==> config.mk <==
export PLATFORM = sky130hd
export DESIGN_NAME = vector_mem_sequencer
export DESIGN_NICKNAME = d
export VERILOG_FILES = /design/src/rtl/vector_mem_sequencer.sv
export SDC_FILE = /design/constraint.sdc
export NUM_CORES = 1
export LEC_CHECK = 0
export ABC_CLOCK_PERIOD_IN_PS = 2700
export CAP_MARGIN = 20
export CORE_MARGIN = 2
export CORE_UTILIZATION = 35
export DETAILED_ROUTE_END_ITERATION = 6
export GPL_TIMING_DRIVEN = 0
export PLACE_DENSITY = 0.61
export SYNTH_ARGS = -nofsm -noshare
export SYNTH_HDL_FRONTEND = slang
export SYNTH_HIERARCHICAL = 1
export SYNTH_SLANG_ARGS = --single-unit
==> constraint.sdc <==
create_clock -name i_clk -period 2.7 [get_ports i_clk]
set_input_delay 0.54 -clock i_clk [delete_from_list [all_inputs] [get_ports i_clk]]
set_output_delay 0.54 -clock i_clk [all_outputs]
set_load 0.02 [all_outputs]
==> src/rtl/vector_mem_sequencer.sv <==
// vector_mem_sequencer: walks the lanes of a vector load or store in order
// over a single-element memory port using a req/ack handshake. It keeps the
// pipeline stalled while the walk runs, then pulses done for one cycle.

// One lane of the assembled load result. It is written when that lane's
// read element is acked, and holds its value otherwise.
module vms_lane #(
   parameter int DATA_WIDTH = 8
) (
   input  logic                  i_clk,
   input  logic                  i_reset,
   input  logic                  i_we,
   input  logic [DATA_WIDTH-1:0] i_d,
   output logic [DATA_WIDTH-1:0] o_q
);
   logic [DATA_WIDTH-1:0] r_q;

   // lane storage; reset clears partially loaded data
   always_ff @(posedge i_clk) begin
      if (i_reset)   r_q <= '0;
      else if (i_we) r_q <= i_d;
   end

   assign o_q = r_q;
endmodule

module vector_mem_sequencer #(
   parameter int LANES      = 4,
   parameter int DATA_WIDTH = 8,
   parameter int ADDR_WIDTH = 32
) (
   input  logic                        i_clk,
   input  logic                        i_reset,
   input  logic                        i_startM,
   input  logic                        i_isStoreM,
   input  logic [ADDR_WIDTH-1:0]       i_baseAddrM,
   input  logic [LANES*DATA_WIDTH-1:0] i_storeVectorM,
   output logic                        o_memReq,
   output logic                        o_memWe,
   output logic [ADDR_WIDTH-1:0]       o_memAddr,
   output logic [DATA_WIDTH-1:0]       o_memWdata,
   input  logic                        i_memAck,
   input  logic [DATA_WIDTH-1:0]       i_memRdata,
   output logic                        o_stallOut,
   output logic                        o_doneOut,
   output logic [LANES*DATA_WIDTH-1:0] o_loadVectorOut
);
   localparam int LW = $clog2(LANES);

   typedef enum logic [1:0] {S_IDLE, S_BUSY, S_DONE} state_t;

   // request as captured from the memory stage
   typedef struct packed {
      logic                                 is_store;
      logic [ADDR_WIDTH-1:0]                base;
      logic [LANES-1:0][DATA_WIDTH-1:0]     data;
   } req_t;

   state_t          r_state;
   state_t          w_next;
   req_t            r_req;
   logic [LW-1:0]   r_lane;
   logic            w_last;
   logic            w_start;
   logic            w_ack;
   logic [LANES-1:0] w_lane_we;

   assign w_start = (r_state == S_IDLE) & i_startM;
   assign w_ack   = (r_state == S_BUSY) & i_memAck;
   assign w_last  = (r_lane == LW'(LANES-1));

   // state register
   always_ff @(posedge i_clk) begin
      if (i_reset) r_state <= S_IDLE;
      else         r_state <= w_next;
   end

   // request capture and lane counter; a held startM outside IDLE is ignored
   always_ff @(posedge i_clk) begin
      if (i_reset) begin
         r_req  <= '0;
         r_lane <= '0;
      end else if (w_start) begin
         r_req.is_store <= i_isStoreM;
         r_req.base     <= i_baseAddrM;
         r_req.data     <= i_storeVectorM;
         r_lane         <= '0;
      end else if (w_ack && !w_last) begin
         r_lane <= r_lane + 1'b1;
      end
   end

   // next state and handshake outputs
   always_comb begin
      w_next     = r_state;
      o_memReq   = 1'b0;
      o_memWe    = 1'b0;
      o_memAddr  = '0;
      o_memWdata = '0;
      o_doneOut  = 1'b0;
      o_stallOut = 1'b0;
      case (r_state)
         S_IDLE: begin
            o_stallOut = i_startM;
            if (i_startM) w_next = S_BUSY;
         end
         S_BUSY: begin
            o_stallOut = 1'b1;
            o_memReq   = 1'b1;
            o_memWe    = r_req.is_store;
            // address wraps modulo 2^ADDR_WIDTH by natural truncation
            o_memAddr  = r_req.base + ADDR_WIDTH'(r_lane);
            o_memWdata = r_req.data[r_lane];
            if (i_memAck && w_last) w_next = S_DONE;
         end
         S_DONE: begin
            o_doneOut = 1'b1;
            w_next    = S_IDLE;
         end
         default: w_next = S_IDLE;
      endcase
   end

   // one storage element per lane, written only by its own read ack
   for (genvar g = 0; g < LANES; g++) begin : g_lane
      assign w_lane_we[g] = w_ack & ~r_req.is_store & (r_lane == LW'(g));
      vms_lane #(.DATA_WIDTH(DATA_WIDTH)) u_lane (
         .i_clk   (i_clk),
         .i_reset (i_reset),
         .i_we    (w_lane_we[g]),
         .i_d     (i_memRdata),
         .o_q     (o_loadVectorOut[g*DATA_WIDTH +: DATA_WIDTH])
      );
   end
endmodule

**Word level (Yosys, flattened, before mapping)**

Index checks and enable logic that the tools add are counted.

- Register bits: 101
- Bits of input ports: 77
- Output and inout bits: 76
- Word-level logic and storage cells: 48

- Add/subtract/negate cells: 2
- Muxes and demuxes: 11
- Eq/ne operators: 7
- Bitwise gates (word level): 8
- Reduce and logical (&&, ||, !) cells: 7
- Order comparisons: 1

Operators with widths:

| kind | number |
|---|---|
| $add 32x2->32 | 1 |
| $mux 32 | 1 |
| $bmux 8 s2 | 1 |
| $mux 8 | 2 |
| $and 1x1->1 | 7 |
| $eq 2x2->1 const B | 3 |
| $eq 2x1->1 const B | 2 |
| $logic_not 2->1 | 2 |
| $mux 2 | 2 |
| $pmux 2 s2 | 1 |
| $lt 2x3->1 const B | 1 |
| $mux 1 | 3 |
| $add 2x1->2 const B | 1 |
| $logic_and 1x1->1 | 2 |
| $ne 2x1->1 const B | 1 |
| $ne 2x2->1 const B | 1 |
| $pmux 1 s2 | 1 |
| $reduce_and 2->1 | 1 |
| $reduce_or 2->1 | 1 |
| $logic_not 1->1 | 1 |
| $not 1->1 | 1 |

**Depth between registers and ports, before layout**

Gate-level depths: netlist of the first run.

- Depth after elaboration: 4
- Depth in mapped cells: 7
- Depth with buffers taken out: 6

**By module**

Netlist of the first run, hierarchy kept.

Modules (own cells, without submodules):

| module | area each (um2) | cells each | sequential area each (um2) | times used |
|---|---|---|---|---|
| vector_mem_sequencer | 3595.9 | 476 | 1381.3 | 1 |
| vms_lane | 285.3 | 26 | 160.2 | 4 |

**Worst setup path after synthesis of the first run**

Ideal clock, no wire load.

- Path kind: reg-to-output
- Start: register r_lane[0]
- End: output port o_memAddr[22]
- Data required time: 2160 ps
- Path buffers: 1
- Setup slack: -108 ps
- Arrival time: 2268 ps
- Stages on the path, launching flop included: 7
- Cell sequence: dfxtp_1 ha_1 fa_1 and4_1 nand4_1 clkbuf_1 o41ai_1

- Word-level cells in the longest chain between the ends: 2

Ends and longest elaborated chain:

| item | line | RTL |
|---|---|---|
| start: declaration | 62 | `logic [LW-1:0] r_lane;` |
| start signal: assignment | 89 | `r_lane <= r_lane + 1'b1;` |
| $add 32x2->32 | 112 | `o_memAddr = r_req.base + ADDR_WIDTH'(r_lane);` |
| $mux 32 | 102 | `case (r_state)` |
| end: declaration | 40 | `output logic [ADDR_WIDTH-1:0] o_memAddr,` |

Every way passes these cells.

**Worst setup path after layout of the first run**

- Start: register r_lane[0]
- End: output port o_memAddr[28]

The elaborated chain is that of the path after synthesis.

==> key figures, run 1 <==
Power
  – Pwr/cell area: about 470 nW/um^2
  – Worst vdd rail ir drop: between 0.2 and 0.3 mV
  – Static leakage: around 0.0026 uW

Synthesis
  – Mapped Nets: approximately 660
  – Post-synthesis adder-cell area fraction: ~2%
  – Post-Syn Area per Cell: roughly 8 sq um
  – Post-synthesis xor/xnor area fraction: 2.40%
  – Leading register cell type out of synthesis: sky130_fd_sc_hd__dfxtp_1
  – Total number of yosys warnings: 6
  – Area fraction in compound gates after synthesis: 11.4%
  – Proportion of synthesized chip area in sequential cells: roughly 43%
  – Multiplexer share of the synthesized area: 11.0%
  – Synthesis-stage register bit count: 101
  – Share of synthesized registers carrying an async set or reset: 0%
  – Simple-gate share of the synthesized area: 26.0%
  – Number of synthesized flops with an enable pin: 0
  – Yosys cell types: 35
  – Gate Count Post-Synth: 580
  – Netlist Area Pre-Place: 4740 sq um
  – Dominant combinational cell family by area after synthesis: simple AND/OR/NAND/NOR gates

Final layout
  – Share of post-route cells with drive strength above 1: roughly 16%
  – Count of filler cells inserted in the layout: roughly 1,200
  – Non-Filler Cell Area, Final: 7150 sq um
  – Number of nets in the layout: approximately 840
  – Count of antenna diodes in the layout: 0
  – Area grow syn2layout: 51.0%

Drt
  – Number of routed nets with antenna violations: 0
  – Total wire length after detailed routing: between 15 and 20 mm
  – Starting DRC count in detailed routing: between 300 and 400
  – First-pass detailed-route iteration total: 5
  – Wire length per cell: approximately 16 um
  – Total number of vias: around 4,700
  – Drt drc: 0
  – Routed via count divided by cell count: a little over 5

Clock network
  – Cell at the root of the clock tree: sky130_fd_sc_hd__clkbuf_16
  – Count of clock tree sinks: 101
  – TritonCTS buffer count: 9
  – Buffers from clock root to sink, at most: 2
  – TritonCTS clock tree: done
  – Later-pin clock latency in the skew report: approximately 0.34 ns
  – Reg clk slew, reported paths: 0.07 ns
  – H-Tree Level Count: 3
  – Number of buffers inserted by hold repair at cts: 0

STA
  – Final worst-path setup slack: -0.234 ns
  – Minimum period implied by the final worst setup slack: 2.93 ns
  – Setup TNS: -1.97 ns
  – Final number of hold-violating endpoints: 0
  – Final Max Slew Viols: 0
  – Count of endpoints failing setup in the final report: 14
  – Max_slew headroom: approximately 63%
  – RSZ-0062 raised after global routing: true
  – Measured slew at the worst slew-check pin: 0.548 ns
  – Largest clock skew in the final design: about 0.0046 ns
  – Fmax: between 0.3 and 0.4 GHz
  – Final Cycle Share: 109%

Floorplanning
  – Core region area: between 10,000 and 15,000 sq um
  – Die span in y: around 120 um
  – Total number of placement rows: between 40 and 50
  – Starting density of the core: between 30% and 40%
  – Die Area: 14,500 sq um
  – Boundary Pins: ~150
  – Floorplan die width: 120 um

Critical path
  – Crit. Startpoint: r_lane[0]$_SDFFE_PP0P_
  – Critical path fanouts, max: 7
  – Category of the most critical setup path: flip-flop to output port
  – CP required: 2.16 ns
  – Endpoint kind of the worst setup timing path: output port
  – CP arrival: roughly 2.4 ns
  – Critical path startpoint category: flip-flop
  – Worst r2r src: r_state[1]$_SDFFE_PP0P_

Status
  – Violated checks: setup timing
  – Result of the run: complete, but fails checks

GRT
  – Pin count of the biggest net entering global routing: 16
  – Grt ovf: 0
  – GRT Util Overall: between 20% and 30%
  – Initial antenna violation count: 0
  – First-pass GRT wire length: between 20 and 25 mm
  – Via count of the first global-routing pass: 4,554

Placed design
  – Cell Area, Placed: about 6500 sq um
  – Detail Placement HPWL: about 11 mm
  – Port Buffer Count: between 150 and 200
  – RD Place Congestion: 0.865

Hold path
  – Critical hold path startpoint: r_req[19]$_SDFFE_PP0P_
  – Type of the worst min-delay path: flip-flop to flip-flop

Run
  – Max-cap violations: 0
==> placed cells by master, fill, tap and decap left out, drive strengths merged, types with 6 or more instances in the layout <==
cell | netlist | routed
nand4 | 12 | 12
nor2 | 48 | 48
mux2i | 34 | 34
or4 | 9 | 9
o21ai | 6 | 6
a21oi | 82 | 82
ha | 6 | 6
buf | 11 | 44
clkbuf | 30 | 42
xnor2 | 8 | 8
inv | 6 | 6
and2 | 21 | 21
mux4 | 8 | 8
o31ai | 9 | 9
dlygate4sd2 | 0 | 16
nand3 | 8 | 8
nand2 | 146 | 146
dfxtp | 101 | 101
clkdlybuf4s50 | 0 | 112
==> layer usage <==
metal	part of all wire, %	routed length [um]	vias to the layer above	global-route usage, %
li1	-	-	2327	-
met1	45	6790	2236	27.6
met2	48	7200	157	33.0
met3	5.0	745	26	3.07
met4	2.1	316	0	7.19
met5	0	0	-	0
==> what timing repair did <==
action | CTS | global route
endpoints found under the setup margin | 41 | 21
buffers inserted | 12 | 4
gates cloned | 0 | 0
gates resized for setup | 163 | 48
pin swaps | 20 | 11
==> critical path, stage by stage (launching register included) <==
cell and delay [ns]:
sky130_fd_sc_hd__dfxtp_4 0.36, sky130_fd_sc_hd__ha_4 0.14, sky130_fd_sc_hd__fa_2 0.21, sky130_fd_sc_hd__and4_4 0.25, sky130_fd_sc_hd__nand4_1 0.11, sky130_fd_sc_hd__buf_6 0.16, sky130_fd_sc_hd__or4_4 0.50, sky130_fd_sc_hd__a21oi_4 0.19
sky130_fd_sc_hd__buf_6 0.14
==> cell usage after synthesis, types with 2 or more instances <==
cell type / n / area [sq um]
sky130_fd_sc_hd__xnor2_1: 8 / 70.1
sky130_fd_sc_hd__nor2_1: 48 / 180
sky130_fd_sc_hd__nor2b_1: 2 / 12.5
sky130_fd_sc_hd__ha_1: 6 / 75.1
sky130_fd_sc_hd__nor4_1: 3 / 18.8
sky130_fd_sc_hd__mux2i_1: 34 / 340
sky130_fd_sc_hd__nand2_1: 146 / 548
sky130_fd_sc_hd__buf_6: 5 / 56.3
sky130_fd_sc_hd__and2_1: 21 / 131
sky130_fd_sc_hd__and4_1: 5 / 43.8
sky130_fd_sc_hd__nand3_1: 7 / 35.0
sky130_fd_sc_hd__or3_1: 4 / 25.0
sky130_fd_sc_hd__o31ai_1: 9 / 67.6
sky130_fd_sc_hd__or4_1: 9 / 67.6
sky130_fd_sc_hd__nand4_1: 10 / 62.6
sky130_fd_sc_hd__xor2_1: 5 / 43.8
sky130_fd_sc_hd__clkbuf_1: 30 / 113
sky130_fd_sc_hd__nand2b_1: 3 / 18.8
sky130_fd_sc_hd__a21oi_1: 82 / 410
sky130_fd_sc_hd__inv_1: 6 / 22.5
sky130_fd_sc_hd__buf_1: 6 / 22.5
sky130_fd_sc_hd__nand4_2: 2 / 25.0
sky130_fd_sc_hd__o21ai_0: 6 / 30.0
sky130_fd_sc_hd__nor3_1: 5 / 25.0
sky130_fd_sc_hd__mux4_2: 8 / 180
sky130_fd_sc_hd__dfxtp_1: 101 / 2020
==> area by class of cell <==
| class | instances | area, sq um | area share, % |
|---|---|---|---|
| clock buffer | 10 | 239 | 3.34 |
| multi-input combinational | 432 | 2790 | 39.0 |
| inverter | 6 | 22.5 | 0.315 |
| clock inverter | 4 | 50.0 | 0.700 |
| timing repair buffer | 167 | 1580 | 22.1 |
| sequential | 101 | 2040 | 28.5 |
| buffer | 38 | 211 | 2.96 |
| tap | 176 | 220 | 3.08 |
==> report_power, final <==
part / internal, uW / total (uW) / switching, uW
Combinational: 232 / 489 / 257
Sequential: 1560 / 1630 / 68.9
Clock: 732 / 1280 / 550
Total: 2520 / 3400 / 875
==> metrics by stage <==
stage                     power (uW)  hold slack [ns]  std cells  util [%]  worst slack, ns
after global placement          2110            0.440        907      48.9           -0.769
final                           3400            0.456        934      54.0           -0.234
after detailed placement        2120            0.447        907      48.9           -0.827
after floorplan                 1870            0.433        580         -           0.0242
after CTS                       3400            0.456        930      52.8           -0.245
after global routing            3510            0.472        934      54.0           -0.301
==> state kept, by name, indices dropped and copies added, names as in the netlist <==
name,count
r_req,65
g_lane.u_lane/o_q,32
r_lane,2
r_state,2
==> worst paths after layout <==
kind,end,slack (ns),depth (start not counted)
worst min register to register,r_req[19]$_SDFFE_PP0P_,0.46,2
worst min-delay path,r_req[19]$_SDFFE_PP0P_,0.46,2
worst max-delay path,o_memAddr[28],-0.23,8
worst max register to register,r_req[45]$_SDFFE_PP0P_,0.70,7
==> kinds of logic (layout without fill, tap and decap cells) <==
logic type / Yosys count / after routing
compound gates: 101 / 101
xor+xnor: 13 / 13
fa+ha+maj: 7 / 7
buf+inv: 47 / 225
simple gates: 269 / 269
mux: 42 / 42
flops: 101 / 101
Note: power is estimated with default switching activity, not from simulation.
==> run 2: changes to the inputs <==
PLACE_DENSITY = unset   (was 0.61)
PLACE_DENSITY_LB_ADDON = 0.12   (was unset)
SKIP_CTS_REPAIR_TIMING = 1   (was unset)
==> run 2 against run 1 <==
  * The run still ends with setup timing left
  * Die area unchanged
  * Global-route usage down 0.94 points
  * Utilization down 0.26 points
  * Maximum frequency down 2.9%
  * Flip-flop and latch count unchanged
  * Critical path type unchanged
  * Highest routed layer unchanged
==> key figures, run 2 (synthesis results as in run 1) <==
Status
  – Result of the run: complete, but fails checks
  – Violated checks: setup timing

STA
  – Final worst-path setup slack: -0.322 ns
  – Max_slew headroom: roughly three fifths
  – Final Cycle Share: 112%
  – Measured slew at the worst slew-check pin: roughly 0.63 ns
  – Final number of hold-violating endpoints: 0
  – Largest clock skew in the final design: about 0.0058 ns
  – RSZ-0062 raised after global routing: true
  – Fmax: approximately 0.33 GHz
  – Minimum period implied by the final worst setup slack: just over 3 ns
  – Worst hold slack across all endpoints: ~0.46 ns
  – Count of endpoints failing setup in the final report: 14
  – Final Max Slew Viols: 0

Drt
  – Wire length per cell: 15.6 um
  – Number of routed nets with antenna violations: 0
  – Drt drc: 0
  – Total number of vias: around 4,600
  – Total wire length after detailed routing: about 15 mm
  – Routed via count divided by cell count: between 4 and 5
  – Starting DRC count in detailed routing: about 380
  – First-pass detailed-route iteration total: 5

Final layout
  – Max FFs per register: 65
  – Final standard cell count with taps included and fillers excluded: around 930
  – Reg with most FFs: r_req
  – Number of nets in the layout: around 840
  – Most used cells in the layout excluding fill and tap cells: 145 x sky130_fd_sc_hd__nand2_1, 112 x sky130_fd_sc_hd__clkdlybuf4s50_1, 92 x sky130_fd_sc_hd__dfxtp_1, 71 x sky130_fd_sc_hd__a21oi_1, 48 x sky130_fd_sc_hd__nor2_1
  – Area of all sequential standard cells: a little over 2000 sq um
  – Area grow syn2layout: 50.3%
  – Utilization after layout: a little over half
  – Most common cell after layout, fill and taps aside: sky130_fd_sc_hd__nand2_1
  – Count of antenna diodes in the layout: 0
  – Non-Filler Cell Area, Final: about 7100 sq um
  – Count of filler cells inserted in the layout: 1,277
  – Share of post-route cells with drive strength above 1: between 10% and 20%
  – Area used by multi-input combinational logic: about 2700 sq um

Critical path
  – Critical path startpoint category: flip-flop
  – CP required: between 2 and 2.5 ns
  – Endpoint kind of the worst setup timing path: output port
  – CP arrival: 2.48 ns
  – Worst r2r src: r_state[1]$_SDFFE_PP0P_
  – Crit. Startpoint: r_lane[0]$_SDFFE_PP0P_
  – Crit path capture: o_memAddr[28]
  – Reg-to-reg slack, setup: between 0.6 and 0.7 ns
  – Crit Reg-Reg Endpoint: r_req[51]$_SDFFE_PP0P_
  – Category of the most critical setup path: flip-flop to output port
  – Depth of the most critical reg-to-reg path: 7
  – Critical path fanouts, max: 6

GRT
  – Pin count of the biggest net entering global routing: 19
  – First-pass GRT wire length: roughly 22 mm
  – Initial antenna violation count: 0
  – Via count of the first global-routing pass: ~4,400
  – Grt ovf: 0
  – GRT Util Overall: 19.4%

Clock network
  – Buffers from clock root to sink, at most: 2
  – TritonCTS buffer count: 9
  – Reg clk slew, reported paths: about 0.070 ns
  – Later-pin clock latency in the skew report: roughly 0.34 ns
  – Cell at the root of the clock tree: sky130_fd_sc_hd__clkbuf_16
  – Count of clock tree sinks: a little over 100
  – TritonCTS clock tree: done
  – H-Tree Level Count: 3

Power
  – Worst vdd rail ir drop: about 0.29 mV
  – Clk pwr share: a little under two fifths
  – Net switching component of the power: ~900 uW
  – Combinational share of power: 14.6%
  – Internal: ~2400 uW
  – Static leakage: between 0.002 and 0.003 uW
  – Pwr/cell area: about 470 nW/um^2
  – Post-layout total power: between 3000 and 4000 uW
  – Sequential fraction of design power: roughly half
  – Proportion of total power due to net switching: a little over a quarter

Floorplanning
  – Die span in y: between 100 and 150 um
  – Die Area: between 10,000 and 15,000 sq um
  – Floorplan die width: ~120 um
  – Boundary Pins: 153
  – Starting density of the core: 35.8%
  – Total number of placement rows: 42
  – Core region area: about 13,000 sq um

Placed design
  – RD Place Congestion: roughly 0.8
  – Detail Placement HPWL: around 11 mm
  – Number of placed instances, taps included: between 900 and 1,000
  – Port Buffer Count: ~150
  – Cell Area, Placed: 6480 sq um

Run
  – Max-cap violations: 0

Hold path
  – Type of the worst min-delay path: flip-flop to flip-flop
-- run 2: changes by cell type in the layout (fill, tap and decap cells not counted), sizes merged --
cell / delta
dlygate4sd2: -16
dlymetal6s2s: +24
clkinv: +3
clkdlybuf4s15: -1
clkinvlp: -2
clkbuf: -4
buf: -7
inv: +2
bufinv: -1
-- run 2: critical path, cell delays in order, from the launching register on --
cell                      delay (ns)
sky130_fd_sc_hd__dfxtp_4        0.37
sky130_fd_sc_hd__ha_4           0.16
sky130_fd_sc_hd__fa_2           0.24
sky130_fd_sc_hd__and4_4         0.28
sky130_fd_sc_hd__nand4_1        0.14
sky130_fd_sc_hd__buf_6          0.17
sky130_fd_sc_hd__or4_4          0.47
sky130_fd_sc_hd__a21oi_2        0.15
sky130_fd_sc_hd__buf_4          0.16
-- run 2: how the worst min path moves through the flow --
stage                                       from                     end  slack (ns)  cells past startpoint
after CTS                 r_req[28]$_SDFFE_PP0P_  r_req[28]$_SDFFE_PP0P_        0.45                      2
after floorplan           r_req[10]$_SDFFE_PP0P_  r_req[10]$_SDFFE_PP0P_        0.43                      2
final                      r_req[0]$_SDFFE_PP0P_   r_req[0]$_SDFFE_PP0P_        0.46                      2
after global routing      r_req[24]$_SDFFE_PP0P_  r_req[24]$_SDFFE_PP0P_        0.47                      2
after detailed placement  r_req[28]$_SDFFE_PP0P_  r_req[28]$_SDFFE_PP0P_        0.45                      2
after global placement     r_req[8]$_SDFFE_PP0P_   r_req[8]$_SDFFE_PP0P_        0.44                      2
-- run 2: per-stage QoR --
stage / setup WS [ns] / setup TNS [ns]
finish: -0.322 / -3.23
global route: -0.390 / -4.32
CTS: -1.26 / -27.99
detailed placement: -0.869 / -12.95
global placement: -0.826 / -12.42
floorplan: 0.0242 / 0
-- run 2: metal layers --
metal | track usage, % | part of all wire (%) | vias up
li1 | - | - | 2319
met1 | 27.2 | 47 | 2154
met2 | 30.4 | 46 | 156
met3 | 4.29 | 5.8 | 10
met4 | 4.94 | 0.96 | 0
met5 | 0 | 0 | -
-- run 2: power by group through the flow --
stage | sequential [uW] | combinational, uW | clock, uW
final | 1620 | 488 | 1230
after global routing | 1630 | 533 | 1330
after CTS | 1610 | 477 | 1270
after detailed placement | 1650 | 474 | 0
after global placement | 1640 | 469 | 0
after floorplan | 1640 | 232 | 0
-- run 2: area by class of cell --
class,count,share of cell area [%]
Tap cell,176,3.09
Timing Repair Buffer,163,23.0
Clock buffer,10,3.22
Multi-Input combinational cell,432,38.0
Buffer,38,2.93
Sequential cell,101,28.6
Inverter,6,0.316
Clock inverter,6,0.791
